## src/rtl/obuf_uart_tx_if.sv

```systemverilog
// Single-byte read port between obuf_uart_tx (master) and the mb8 memory arbiter (slave).
// Handshake: mem_req stays high with a stable mem_addr until a cycle where mem_gnt is also high;
// that cycle transfers the address, and mem_data is valid exactly one cycle later. mem_gnt is
// ignored whenever mem_req is low.
interface obuf_uart_tx_if #(
  parameter int unsigned ASZ = 17
);
  logic           mem_req;
  logic           mem_gnt;
  logic [ASZ-1:0] mem_addr;
  logic [7:0]     mem_data;

  modport master (output mem_req, output mem_addr, input mem_gnt, input mem_data);
  modport slave  (input mem_req, input mem_addr, output mem_gnt, output mem_data);
endinterface

```

## src/rtl/obuf_uart_tx.sv

```systemverilog
// Drains bytes from the OBUF window of byte memory and sends them as 8N1 UART frames, LSB first.
// state_dbg exposes the FSM encoding: 0 IDLE, 1 FETCH, 2 WAIT, 3 START, 4 DATA, 5 STOP, 6 DONE.
module obuf_uart_tx #(
  parameter int unsigned    ASZ          = 17,
  parameter logic [ASZ-1:0] OBUF         = 'h1400,
  parameter logic [ASZ-1:0] OBUF_SZ      = 'h400,
  parameter int unsigned    CLKS_PER_BIT = 16
) (
  input  logic                 clk,
  input  logic                 rst_n,
  input  logic                 go,
  input  logic [ASZ-1:0]       len,
  input  logic [ASZ-1:0]       offset,
  input  logic                 abort,
  obuf_uart_tx_if.master       mem,
  output logic                 tx,
  output logic                 busy,
  output logic                 done,
  output logic [ASZ-1:0]       sent,
  output logic [2:0]           state_dbg
);

  localparam int unsigned    BW        = $clog2(CLKS_PER_BIT);
  localparam logic [BW-1:0]  BAUD_LAST = BW'(CLKS_PER_BIT - 1);
  localparam logic [ASZ-1:0] MASK      = OBUF_SZ - ASZ'(1);

  typedef enum logic [2:0] {
    S_IDLE  = 3'd0,
    S_FETCH = 3'd1,
    S_WAIT  = 3'd2,
    S_START = 3'd3,
    S_DATA  = 3'd4,
    S_STOP  = 3'd5,
    S_DONE  = 3'd6
  } state_t;

  state_t         state, state_n;
  logic [BW-1:0]  baud, baud_n;
  logic [2:0]     bit_idx, bit_n;
  logic [7:0]     shift, shift_n;
  logic [ASZ-1:0] len_q, len_n;
  logic [ASZ-1:0] off_q, off_n;
  logic [ASZ-1:0] sent_n;
  logic [ASZ-1:0] sent_inc;
  logic           tx_n;
  logic           baud_end;

  assign sent_inc = sent + ASZ'(1);
  assign baud_end = (baud == BAUD_LAST);

  always_ff @(posedge clk or negedge rst_n) begin
    if (!rst_n) begin
      state   <= S_IDLE;
      baud    <= '0;
      bit_idx <= '0;
      shift   <= '0;
      len_q   <= '0;
      off_q   <= '0;
      sent    <= '0;
      tx      <= 1'b1;
    end else begin
      state   <= state_n;
      baud    <= baud_n;
      bit_idx <= bit_n;
      shift   <= shift_n;
      len_q   <= len_n;
      off_q   <= off_n;
      sent    <= sent_n;
      tx      <= tx_n;
    end
  end

  always_comb begin
    state_n = state;
    baud_n  = baud;
    bit_n   = bit_idx;
    shift_n = shift;
    len_n   = len_q;
    off_n   = off_q;
    sent_n  = sent;
    unique case (state)
      S_IDLE: begin
        if (go) begin
          len_n   = (len > OBUF_SZ) ? OBUF_SZ : len;
          off_n   = offset & MASK;
          sent_n  = '0;
          baud_n  = '0;
          bit_n   = '0;
          state_n = (len == '0) ? S_DONE : S_FETCH;
        end
      end
      S_FETCH: begin
        // A grant in the same cycle as abort has already committed the read, so the char goes out.
        if (mem.mem_gnt) state_n = S_WAIT;
        else if (abort)  state_n = S_DONE;
      end
      S_WAIT: begin
        shift_n = mem.mem_data;
        baud_n  = '0;
        state_n = S_START;
      end
      S_START: begin
        if (baud_end) begin
          baud_n  = '0;
          bit_n   = '0;
          state_n = S_DATA;
        end else begin
          baud_n = baud + BW'(1);
        end
      end
      S_DATA: begin
        if (baud_end) begin
          baud_n  = '0;
          shift_n = {1'b0, shift[7:1]};
          if (bit_idx == 3'd7) begin
            bit_n   = '0;
            state_n = S_STOP;
          end else begin
            bit_n = bit_idx + 3'd1;
          end
        end else begin
          baud_n = baud + BW'(1);
        end
      end
      S_STOP: begin
        if (baud_end) begin
          baud_n  = '0;
          sent_n  = sent_inc;
          state_n = (sent_inc == len_q || abort) ? S_DONE : S_FETCH;
        end else begin
          baud_n = baud + BW'(1);
        end
      end
      S_DONE:  state_n = S_IDLE;
      default: state_n = S_IDLE;
    endcase

    // tx is registered from the next-state view so the line never glitches between frames.
    tx_n = 1'b1;
    if (state_n == S_START)     tx_n = 1'b0;
    else if (state_n == S_DATA) tx_n = shift_n[0];
  end

  assign mem.mem_req  = (state == S_FETCH);
  assign mem.mem_addr = OBUF + ((off_q + sent) & MASK);
  assign busy         = (state == S_FETCH) || (state == S_WAIT) || (state == S_START) ||
                        (state == S_DATA)  || (state == S_STOP);
  assign done         = (state == S_DONE);
  assign state_dbg    = state;

endmodule

```

## src/flat_wrapper.sv

```systemverilog
// flat-port wrapper written by rule: the top's interface ports become plain ports
module obuf_uart_tx_flat 
#(
  parameter int unsigned    ASZ          = 17,
  parameter logic [ASZ-1:0] OBUF         = 'h1400,
  parameter logic [ASZ-1:0] OBUF_SZ      = 'h400,
  parameter int unsigned    CLKS_PER_BIT = 16
)
  (clk, rst_n, go, len, offset, abort, tx, busy, done, sent, state_dbg, mem_mem_req, mem_mem_addr, mem_mem_gnt, mem_mem_data);
  obuf_uart_tx_if #(.ASZ(ASZ)) mem_i ();
  input  logic clk;
  input  logic rst_n;
  input  logic go;
  input  logic [ASZ-1:0] len;
  input  logic [ASZ-1:0] offset;
  input  logic abort;
  output logic tx;
  output logic busy;
  output logic done;
  output logic [ASZ-1:0] sent;
  output logic [2:0] state_dbg;
  output wire logic [$bits(mem_i.mem_req)-1:0] mem_mem_req;
  output wire logic [$bits(mem_i.mem_addr)-1:0] mem_mem_addr;
  input wire logic [$bits(mem_i.mem_gnt)-1:0] mem_mem_gnt;
  input wire logic [$bits(mem_i.mem_data)-1:0] mem_mem_data;
  assign mem_mem_req = mem_i.mem_req;
  assign mem_mem_addr = mem_i.mem_addr;
  assign mem_i.mem_gnt = mem_mem_gnt;
  assign mem_i.mem_data = mem_mem_data;
  obuf_uart_tx #(.ASZ(ASZ), .OBUF(OBUF), .OBUF_SZ(OBUF_SZ), .CLKS_PER_BIT(CLKS_PER_BIT)) u_core (.clk(clk), .rst_n(rst_n), .go(go), .len(len), .offset(offset), .abort(abort), .mem(mem_i), .tx(tx), .busy(busy), .done(done), .sent(sent), .state_dbg(state_dbg));
endmodule
```

## config.mk

```make
export PLATFORM = sky130hd
export DESIGN_NAME = obuf_uart_tx_flat
export DESIGN_NICKNAME = d
export VERILOG_FILES = /design/src/rtl/obuf_uart_tx_if.sv /design/src/rtl/obuf_uart_tx.sv /design/src/flat_wrapper.sv
export SDC_FILE = /design/constraint.sdc
export NUM_CORES = 1
export LEC_CHECK = 0
export ABC_AREA = 1
export CORE_MARGIN = 1.5
export CORE_UTILIZATION = 47
export CTS_BUF_LIST = sky130_fd_sc_hd__clkbuf_8
export DETAILED_ROUTE_END_ITERATION = 8
export GPL_ROUTABILITY_DRIVEN = 1
export PLACE_DENSITY = 0.85
export SLEW_MARGIN = 20
export SYNTH_ARGS = -nofsm -noshare
export SYNTH_HDL_FRONTEND = slang
export SYNTH_SLANG_ARGS = --single-unit
```

## constraint.sdc

```tcl
create_clock -name clk -period 2.7 [get_ports clk]
set_clock_uncertainty 0.2 [all_clocks]
set_input_delay 0.675 -clock clk [delete_from_list [all_inputs] [get_ports clk]]
set_output_delay 0.675 -clock clk [all_outputs]
set_load 0.01 [all_outputs]
```

==> impl_metrics.json <==
{
  "outcome": "finished with violations",
  "violations": "setup timing",
  "syn_inst": 497,
  "layout_commonest_cell": "nand2_1",
  "cts_tree": "done",
  "yosysTopAreaCell": "dfrtp_1",
  "post-route-min-period_ns": 3.215,
  "row_count": 32,
  "grt-ovfl-total": 0,
  "critPathRequiredTime_ns": 1.82,
  "p_seq_share_pct": 27.5,
  "fin_ws_ns": -0.5148,
  "ant_nets": 0,
  "hold_buffers": 0,
  "first_pass_iters": 4,
  "clockRootBuffer": "clkbuf_8",
  "drt_iter0_drc": 198,
  "crit_path_end_kind": "output pin",
  "viasPerCell": 5.235,
  "setup_violations": 7,
  "grt_pass1_vias": 3690,
  "cp_top_family": "compound AO/OA/AOI/OAI gates",
  "fillers": 656,
  "wire_per_inst_um": 13.77,
  "core-area_um2": 7848,
  "critPathBufInv": 1,
  "slowest_stage": "dfrtp_2",
  "fin_hold_ws_ns": 0.1142,
  "crit_chain": "ha_1, nand3_1, nand2_2, a21oi_2, o21ai_2, nand2_1, nand2_1, a21oi_2, o21ai_2, a21oi_2, xor2_2, buf_2",
  "cts.sinks": 63,
  "p_int_mw": 3.225,
  "ir_drop_mv": 0.4591,
  "max-cap-violations": 0,
  "layout-drive-gt1-share_pct": 21.04,
  "min_path_type": "in -> async",
  "yosysTopAreaCellShare_pct": 40.18,
  "grt_pass1_wl_um": 16500,
  "arrival_ns": 2.34,
  "cts_buffer_depth": 2,
  "clk_latency_ns": 0.35,
  "dpl.hpwl_um": 7253,
  "synthToLayoutAreaGrowth_pct": 36.65,
  "synth-warning-count": 0,
  "startpoint_type": "register",
  "mostFrequentLayoutCells": "114 x nand2_1, 65 x inv_1, 61 x clkdlybuf4s50_1",
  "hold_viol_final": 0,
  "clock.fmax_mhz": 311.1,
  "antenna-diode-count": 0,
  "r2r-start": "u_core.sent[0]",
  "drv_slew": 0,
  "yosysUniqueCellTypes": 38,
  "comb_power_share_pct": 59.0,
  "path_class": "reg -> out",
  "wirelength_um": 9915,
  "synth_area_leaders": "dfrtp_1 40%, nand2_1 12%, inv_1 6.4%",
  "regToRegSetupSlack_ns": 0.22,
  "synthesis.area_um2": 3861,
  "crit_top_cell": "a21oi_2",
  "ys_ff_latch": 63,
  "synth_edf_count": 0,
  "initial_utilization_pct": 49.20,
  "io_pins": 88,
  "p_sw_mw": 2.321,
  "cts_htree_levels": 3,
  "place_ws_ns": -0.7440,
  "drc": 0,
  "dpl.cell_count": 695,
  "io_buffers": 73,
  "num-nets-final": 674,
  "regArea_um2": 1582,
  "syn_area_per_cell_um2": 7.769,
  "finalNonFillerCells": 720,
  "multiInputGateArea_um2": 2125,
  "die_x_um": 93.64,
  "gp_congestion": 0.8599,
  "grtUsageTotal_pct": 24.10,
  "path_max_fanout": 3,
  "grt_max_degree": 64,
  "critPathMaxStageDelay_ns": 0.41,
  "ys.flop_type": "dfrtp_1",
  "async_flop_share_pct": 100.0,
  "slew_headroom_pct": 62.14,
  "chipHeight_um": 93.64,
  "cts.clk_slew.worst_paths_ns": 0.07,
  "fin_tns_setup_ns": -1.543,
  "p_leak_nw": 2.480,
  "rsz0062_at_grt": "yes",
  "dieArea_um2": 8768,
  "tightest_slew_ns": 0.5642,
  "cts_buffers": 9,
  "antenna_found_initial": 0,
  "swShare_pct": 41.85,
  "r2r-end": "u_core.tx",
  "design_power_total_mw": 5.547,
  "power_density_nw_per_um2": 1051,
  "post-route-period-util_pct": 119.1,
  "yosysSeqAreaShare_pct": 40.86,
  "pwr-share-clk_pct": 13.5,
  "rr_worst_depth": 17,
  "vias": 3769
}
-- kinds of logic after synthesis --
kind of cell | share of synthesized area [%]
flip-flops | 40.86
AO/OA/AOI/OAI | 11.34
multiplexers | 2.625
buffers and inverters | 8.652
AND/OR/NAND/NOR | 27.61
XOR/XNOR | 3.986
adder cells (fa/ha/maj) | 4.731
other | 0.1945
-- timing repair --
item	in CTS	in global routing
buffers inserted	4	8
resized for setup	40	24
cloned	0	0
pin swaps	12	25
endpoints found under the setup margin	11	12
-- area by class of cell --
type	instances	share of cell area, %
clock buffers	9	2.348
clock inverters	7	1.067
inverters	69	4.909
multi-input cells	357	40.27
flip-flops and latches	63	29.97
well taps	102	2.419
repair buffers	113	19.02
-- Yosys cell counts (6+ instances only) --
cell type  count
ha_1          13
nor2_1        40
dfrtp_1       62
a22oi_1        6
buf_4          7
nand3b_1       7
nand4_1        7
o22ai_1        9
nand2_1      120
nor3_1         7
o21ai_0       26
nand3_1       42
inv_1         66
xor2_1        10
clkbuf_1       6
a21oi_1       14
mux2_2         9
-- power by group through the flow --
| stage | Combinational, mW | Clock [mW] | Sequential (mW) |
|---|---|---|---|
| after floorplan | 1.55 | 0 | 1.61 |
| after global placement | 3.08 | 0 | 1.51 |
| after detailed placement | 3.21 | 0 | 1.53 |
| after CTS | 3.09 | 0.760 | 1.52 |
| after global routing | 3.60 | 0.807 | 1.56 |
| final | 3.27 | 0.748 | 1.53 |
-- stage by stage --
| stage | instance area [µm²] | util (%) |
|---|---|---|
| after global placement | 4959 | 63.19 |
| after floorplan | 3923 | - |
| after global routing | 5276 | 67.24 |
| final | 5276 | 67.24 |
| after CTS | 5147 | 65.59 |
| after detailed placement | 4959 | 63.19 |
-- how the worst max path moves through the flow --
stage                     from         endpoint  slack (ns)  depth (start not counted)
6_report        u_core.sent[1]  mem_mem_addr[9]       -0.51                         12
5_1_grt        u_core.off_q[2]  mem_mem_addr[9]       -0.68                         12
4_1_cts        u_core.off_q[2]  mem_mem_addr[9]       -0.57                         12
3_5_place_dp   u_core.off_q[2]  mem_mem_addr[9]       -0.74                         12
3_3_place_gp   u_core.off_q[2]  mem_mem_addr[9]       -0.42                         12
2_1_floorplan   u_core.sent[0]  mem_mem_addr[8]      -0.004                         11
-- metal layers --
metal,vias to the layer above,track usage (%),wire (µm),share of wire [%]
li1,1850,-,-,-
met1,1764,29.41,4047,41
met2,133,42.51,5131,52
met3,22,3.496,523,5.3
met4,0,9.701,212,2.1
met5,-,0,0,0
-- flip-flops by register name, summed over array words and instances, names as in the netlist --
| name | count |
|---|---|
| u_core.state_dbg | 3 |
| u_core.tx | 1 |
| u_core.off_q | 10 |
| u_core.sent | 17 |
| u_core.shift | 8 |
| u_core.bit_idx | 3 |
| u_core.len_q | 17 |
| u_core.baud | 4 |
No activity file was read; power rests on OpenSTA's default activity.
